File: src/rtl/pow_5_pkg.sv
// Shared constants for the pow_5 pipeline and its result FIFO.
// Lane indices locate each partial product in the pipeline's valid and result vectors.
// N_LANES sets the width of those vectors.
package pow_5_pkg;

  localparam int W           = 8;
  localparam int POW5_STAGES = 5;
  localparam int N_LANES     = 4;

  localparam int LANE_P5 = 0;
  localparam int LANE_P4 = 1;
  localparam int LANE_P3 = 2;
  localparam int LANE_P2 = 3;

endpackage

File: src/rtl/pow_5_res_fifo_mem.sv
// Purpose: DEPTH x w storage for the result FIFO. It has one synchronous write port and one asynchronous read port.
// Latency: a write lands on the clock edge, and a read is combinational from rd_addr.
// Backpressure: none here; the parent only asserts wr_en when a slot is free.
module pow_5_res_fifo_mem #(
  parameter int w     = 8,
  parameter int DEPTH = 4,
  parameter int AW    = 2
) (
  input  logic          clk,
  input  logic          wr_en,
  input  logic [AW-1:0] wr_addr,
  input  logic [w-1:0]  wr_dat,
  input  logic [AW-1:0] rd_addr,
  output logic [w-1:0]  rd_dat
);

  logic [w-1:0] mem [DEPTH];

  // Write one entry per enabled edge. The array has no reset because the pointers define what is valid.
  always_ff @(posedge clk) begin
    if (wr_en) mem[wr_addr] <= wr_dat;
  end

  assign rd_dat = mem[rd_addr];

endmodule

File: src/rtl/pow_5_res_fifo.sv
// Purpose: captures the n^5 lane of the pow_5 pipeline into a DEPTH-entry FIFO with a valid/ready output.
// Latency: m_valid follows a push edge by 1 cycle. With POW5_RES_FIFO_BYPASS_EN defined, an empty FIFO whose consumer is ready passes the item through in the same cycle.
// Backpressure: clk_en = en_in & ~full, so the pipeline stalls while the FIFO is full and no result is lost.
module pow_5_res_fifo
  import pow_5_pkg::*;
#(
  parameter int  w     = W,
  parameter int  DEPTH = 4,
  localparam int AW    = $clog2(DEPTH)
) (
  input  logic                 clk,
  input  logic                 rst_n,
  input  logic                 en_in,
  output logic                 clk_en,
  input  logic [N_LANES-1:0]   res_vld,
  input  logic [N_LANES*w-1:0] res,
  output logic                 m_valid,
  input  logic                 m_ready,
  output logic [w-1:0]         m_data,
  output logic [AW:0]          count,
  output logic                 full,
  output logic                 empty
);

  logic [AW-1:0] wr_ptr;
  logic [AW-1:0] rd_ptr;
  logic [w-1:0]  rd_dat;
  logic [w-1:0]  p5_dat;
  logic          push;
  logic          wr_en;
  logic          pop;

  // The other lanes carry partial products of different arguments and are deliberately dropped.
  logic unused_lanes;
  assign unused_lanes = ^{res_vld[N_LANES-1:1], res[N_LANES*w-1:w]};

  assign p5_dat = res[LANE_P5*w +: w];

  assign full   = (count == (AW+1)'(DEPTH));
  assign empty  = (count == '0);
  // While the FIFO is full the pipeline freezes, so a result held at its output is pushed only once.
  assign clk_en = en_in & ~full;
  assign push   = clk_en & res_vld[LANE_P5];

`ifdef POW5_RES_FIFO_BYPASS_EN
  logic bypass;
  assign bypass  = empty & push & m_ready;
  assign m_valid = ~empty | bypass;
  assign m_data  = empty ? p5_dat : rd_dat;
  assign wr_en   = push & ~bypass;
`else
  assign m_valid = ~empty;
  assign m_data  = rd_dat;
  assign wr_en   = push;
`endif

  // Storage pops happen only when an entry is held, so a ready consumer facing an empty FIFO pops nothing.
  assign pop = ~empty & m_ready;

  pow_5_res_fifo_mem #(
    .w     (w),
    .DEPTH (DEPTH),
    .AW    (AW)
  ) u_mem (
    .clk     (clk),
    .wr_en   (wr_en),
    .wr_addr (wr_ptr),
    .wr_dat  (p5_dat),
    .rd_addr (rd_ptr),
    .rd_dat  (rd_dat)
  );

  // The pointers wrap modulo DEPTH through their natural AW-bit width.
  always_ff @(posedge clk or negedge rst_n) begin
    if (!rst_n) begin
      wr_ptr <= '0;
      rd_ptr <= '0;
    end else begin
      if (wr_en) wr_ptr <= wr_ptr + AW'(1);
      if (pop)   rd_ptr <= rd_ptr + AW'(1);
    end
  end

  // Occupancy tracks storage writes and pops. Bypassed items never touch it.
  always_ff @(posedge clk or negedge rst_n) begin
    if (!rst_n) begin
      count <= '0;
    end else begin
      case ({wr_en, pop})
        2'b10:   count <= count + (AW+1)'(1);
        2'b01:   count <= count - (AW+1)'(1);
        default: count <= count;
      endcase
    end
  end

endmodule

File: config.mk
export PLATFORM = sky130hd
export DESIGN_NAME = pow_5_res_fifo
export DESIGN_NICKNAME = d
export VERILOG_FILES = /design/src/rtl/pow_5_pkg.sv /design/src/rtl/pow_5_res_fifo_mem.sv /design/src/rtl/pow_5_res_fifo.sv
export SDC_FILE = /design/constraint.sdc
export NUM_CORES = 1
export LEC_CHECK = 0
export CAP_MARGIN = 20
export CORE_MARGIN = 4
export CORE_UTILIZATION = 25
export DETAILED_ROUTE_END_ITERATION = 6
export PLACE_DENSITY_LB_ADDON = 0.1
export SYNTH_ARGS = -nofsm -noshare
export SYNTH_HDL_FRONTEND = slang
export SYNTH_SLANG_ARGS = --single-unit
File: constraint.sdc
create_clock -name clk -period 4.8 [get_ports clk]
set_input_delay 0.96 -clock clk [delete_from_list [all_inputs] [get_ports clk]]
set_output_delay 0.96 -clock clk [all_outputs]
set_load 0.05 [all_outputs]
; ---- Yosys cells after proc, flatten, opt, wreduce, memory -nomap -nowiden
; Memories as Yosys holds them, arrays and structs flattened.
; Index checks and enable logic that the tools add are counted.
[word_totals]
ff_bits = 7
ramBits = 32
input_bits = 40
output_inout_bits = 15
memories = 1
[op_classes]
add_sub_neg = 4
eq_ne = 3
mux = 3
n_bitwise = 5
n_reduce_logical = 2
[memory_table]
columns = memory, depth, word_bits, read_ports, rd_clocked_by_memory_dff, wr, line_no
row1 = u_mem.mem, 4, 8, 1, 0, 1, pow_5_res_fifo_mem.sv:17  ; logic [w-1:0] mem [DEPTH];
[ops]
columns = operator, count
row1 = $pmux 3 s2, 1
row2 = $add 2x1->2 const B, 2
row3 = $add 3x1->3 const B, 1
row4 = $and 1x1->1, 3
row5 = $eq 3x3->1 const B, 1
row6 = $logic_not 3->1, 1
row7 = $sub 3x1->3 const B, 1
row8 = $eq 2x1->1 const B, 1
row9 = $eq 2x2->1 const B, 1
row10 = $mux 1, 2
row11 = $not 1->1, 2
row12 = $reduce_bool 2->1, 1

; ---- Longest topological paths before layout
[depth]
word_depth = 6
mapped_depth = 9
depth_no_buf = 9

; ---- Modules after synthesis
; From an unflattened synthesis, not the netlist that was laid out.
[hier_totals]
hier_cells = 77
hier_area_um2 = 1559.0
[by_module_without_submodules]
columns = mod, instances, cells_per_inst, area_per_inst_um2
row1 = pow_5_res_fifo_mem, 1, 46, 1188.6
row2 = pow_5_res_fifo, 1, 31, 370.4

; ---- Worst setup path after synthesis
; OpenSTA, ideal clock, no wires.
[synth_path]
path_type = reg-to-output
startpoint = register count[2]
endpoint = output clk_en
t_arrival_ns = 1.723
setup_slack_ns = 2.117
stages_incl_launch_ff = 3
path_buffers = 0
path_cell_list = dfrtp_1 nor3b_4 and2b_2
[synth_between]
elab_chain_len = 3
[synth_lines]
columns = element, line_no
row1 = start: declaration, pow_5_res_fifo.sv:20  ; output logic [AW:0] count,
row2 = start signal: assignment, pow_5_res_fifo.sv:90  ; 2'b10: count <= count + (AW+1)'(1);
row3 = start signal: assignment, pow_5_res_fifo.sv:91  ; 2'b01: count <= count - (AW+1)'(1);
row4 = start signal: assignment, pow_5_res_fifo.sv:92  ; default: count <= count;
row5 = $eq 3x3->1, pow_5_res_fifo.sv:39  ; assign full = (count == (AW+1)'(DEPTH));
row6 = via full, pow_5_res_fifo.sv:21  ; output logic full,
row7 = $not 1->1, pow_5_res_fifo.sv:42  ; assign clk_en = en_in & ~full;
row8 = $and 1x1->1, pow_5_res_fifo.sv:42
row9 = end: declaration, pow_5_res_fifo.sv:14  ; output logic clk_en,
; The timed path passes the listed nets, and every way through them passes these cells.

; ---- Worst setup path in the final report
[layout_path]
startpoint = input en_in
endpoint = output clk_en
[layout_between]
elab_chain_len = 1
[layout_lines]
columns = element, line_no
row1 = start: declaration, pow_5_res_fifo.sv:13  ; input logic en_in,
row2 = $and 1x1->1, pow_5_res_fifo.sv:42
; No other way between the ends.

==> reports/qor.yml <==
status: "finished, final reports clean"
ys_ff_latch: 39
fin_crit_sh: 0.692
grtUsageTotal: 0.0795
row_count: 28
cts_hold_buf: 0
p_total_w: 0.00143
wirelength_um: 2780
synth_top_family_by_area: "multiplexers"
worst_pin_slew_ns: 0.626
die_y_um: 88.1
nets: 161
holdWs_ns: 0.549
grt_pass1_vias: 871
synth_fa_ha_area_frac: 0.0515
fill_cells: 578
drtIter0Drc: 37
drtAntennaViolNets: 0
dieArea_um2: 7760
clock_skew_ns: 0.00505
power.density_nw_per_um2: 683
synthMuxAreaShare: 0.122
core_area_um2: 6060
drc: 0
hp-start: "count[2]$_DFFE_PN0P_"
first_pass_iters: 4
hold_depth: 1
clock_latency_ns: 0.28
routed_via_density: 4.17
grt_max_degree: 14
finalCriticalPeriod_ns: 3.32
clock_sinks: 39
required_ns: 3.84
num_antenna_cells: 0
crit_type: "input port to primary output"
cts.clk_slew.worst_paths_ns: 0.08
p_leak_nw: 0.739
synth_compound_area_frac: 0.00937
cts_root_buf: "clkbuf_8"
worstHoldPathType: "register to register"
end_kind: "primary output"
finalWorstSetupSlack_ns: 1.48
ios: 55
start_util: 0.264
hpwlAfterDp_um: 1950
syn2layout_area_growth_pct: 30.7
clk_path_buf_depth: 2
critPathMaxFanout: 2
whs_endpoint: "count[2]$_DFFE_PN0P_"
synth_warnings: 0
final_max_slew_viol_count: 0
synth-xor-area-share: 0.0328
cp-start-kind: "input port"
antenna_found_initial: 0
irDropWorstVdd_mv: 0.281
crit_arrival_ns: 2.36
post-cts-setup-buffers: 0
grt_pass1_wl_um: 4440
tritoncts: "yes"
hold_violations: 0
max_freq_mhz: 301
num_vias: 796
routabilityCongestion: 0.705
wl_per_cell_um: 14.6
yosysUniqueCellTypes: 20
cts_resized: 0
synth_nets: 129
synthCells: 83
grt-ovfl-total: 0
regToRegStartpoint: "count[0]$_DFFE_PN0P_"
htreeDepth: 2
final.setup.tns_ns: 0
portBuffers: 27
reg2reg_slack_ns: 2.77
cap_viol_max_count: 0
numCtsBuffers: 5
place_ws_ns: 1.47
yosys.area_share.simple: 0.0539
drive_gt1_frac: 0.190
reg2reg_depth: 9
netlist_area_um2: 1600
slew_headroom: 0.583
rr_endpoint: "count[2]$_DFFE_PN0P_"
postSynthAreaPerCell_um2: 19.3
finalSetupViolCount: 0
ys_seq_area_frac: 0.709
die_w_um: 88.1
rsz0062_at_grt: "false"
per-layer routing:
layer  track usage  part of all wire  up-vias  wire length, µm
met5             0                 0        -                0
met4        0.0371             0.014        0               38
met3        0.0226             0.036        4              101
met2         0.129              0.53       17             1470
met1        0.0983              0.42      403             1170
li1              -                 -      372                -
state kept, by name, indices dropped and copies added, names as in the netlist:
name / count
count: 3
rd_ptr: 2
u_mem.mem: 32
wr_ptr: 2
how the worst max path moves through the flow:
stage                                     start  cells past startpoint        end  slack, ns
after CTS                 rd_ptr[0]$_DFFE_PN0P_                      2  m_data[6]       1.43
after global placement                    en_in                      3     clk_en       1.48
after floorplan            count[2]$_DFFE_PN0P_                      2     clk_en       2.12
final                                     en_in                      3     clk_en       1.48
after detailed placement                  en_in                      3     clk_en       1.47
after global routing      rd_ptr[0]$_DFFE_PN0P_                      2  m_data[7]       1.35
final cells by class:
cell class,count,area [µm²],share of cell area
multi-input combinational,35,432,0.206
timing repair buffer,27,270,0.129
clock buffer,5,68.8,0.0329
clock inverter,3,67.6,0.0323
sequential,39,1140,0.542
inverter,7,26.3,0.0125
tap,75,93.8,0.0448
critical path: stages:
cell and delay [ns]:
clkdlybuf4s50_1 0.47, and2b_2 0.14, clkdlybuf4s50_1 0.79
cells in the final DEF, fill, tap and decap left out:
master,count
xnor2_1,3
mux4_2,8
dfrtp_1,7
inv_1,7
clkinvlp_4,1
ha_1,5
clkbuf_8,5
mux2_4,1
and2b_2,1
or3_2,1
and2_1,4
bufinv_16,2
edfxtp_1,32
nor2_4,1
clkdlybuf4s50_1,27
o31a_2,1
o21ai_0,1
xor2_1,3
nor2_1,1
nand2_1,3
fa_1,1
nor3b_4,1
logic make-up (layout without fill, tap and decap cells):
| kind of cell | Yosys count | in the layout |
|---|---|---|
| flops | 39 | 39 |
| simple gates | 12 | 12 |
| mux | 9 | 9 |
| buf+inv | 9 | 42 |
| fa+ha+maj | 6 | 6 |
| xor+xnor | 6 | 6 |
| compound gates | 2 | 2 |
report_power, final:
group          internal, W  switching (W)  leakage [nW]
combinational     0.000246       0.000356         0.302
clock             0.000207       0.000113        0.0644
sequential        0.000429      0.0000804         0.373
metrics by stage:
step / cells / instance area, µm² / utilization
2_1_floorplan: 83 / 1600 / -
3_3_place_gp: 183 / 1960 / 0.323
3_5_place_dp: 183 / 1960 / 0.323
4_1_cts: 191 / 2090 / 0.346
5_1_grt: 191 / 2090 / 0.346
6_report: 191 / 2090 / 0.346
synthesized netlist by cell type, drive strengths merged:
cell | count | area [µm²]
inv | 7 | 26.3
mux2 | 1 | 15.0
and2b | 1 | 8.76
mux4 | 8 | 180
nand2 | 3 | 11.3
xnor2 | 3 | 26.3
nor3b | 1 | 18.8
buf | 1 | 5.00
o31a | 1 | 10.0
dfrtp | 7 | 175
edfxtp | 32 | 961
clkbuf | 1 | 3.75
fa | 1 | 20.0
nor2 | 2 | 15.0
xor2 | 3 | 26.3
ha | 5 | 62.6
or3 | 1 | 7.51
and2 | 4 | 25.0
o21ai | 1 | 5.00
No activity file was read; power rests on OpenSTA's default activity.
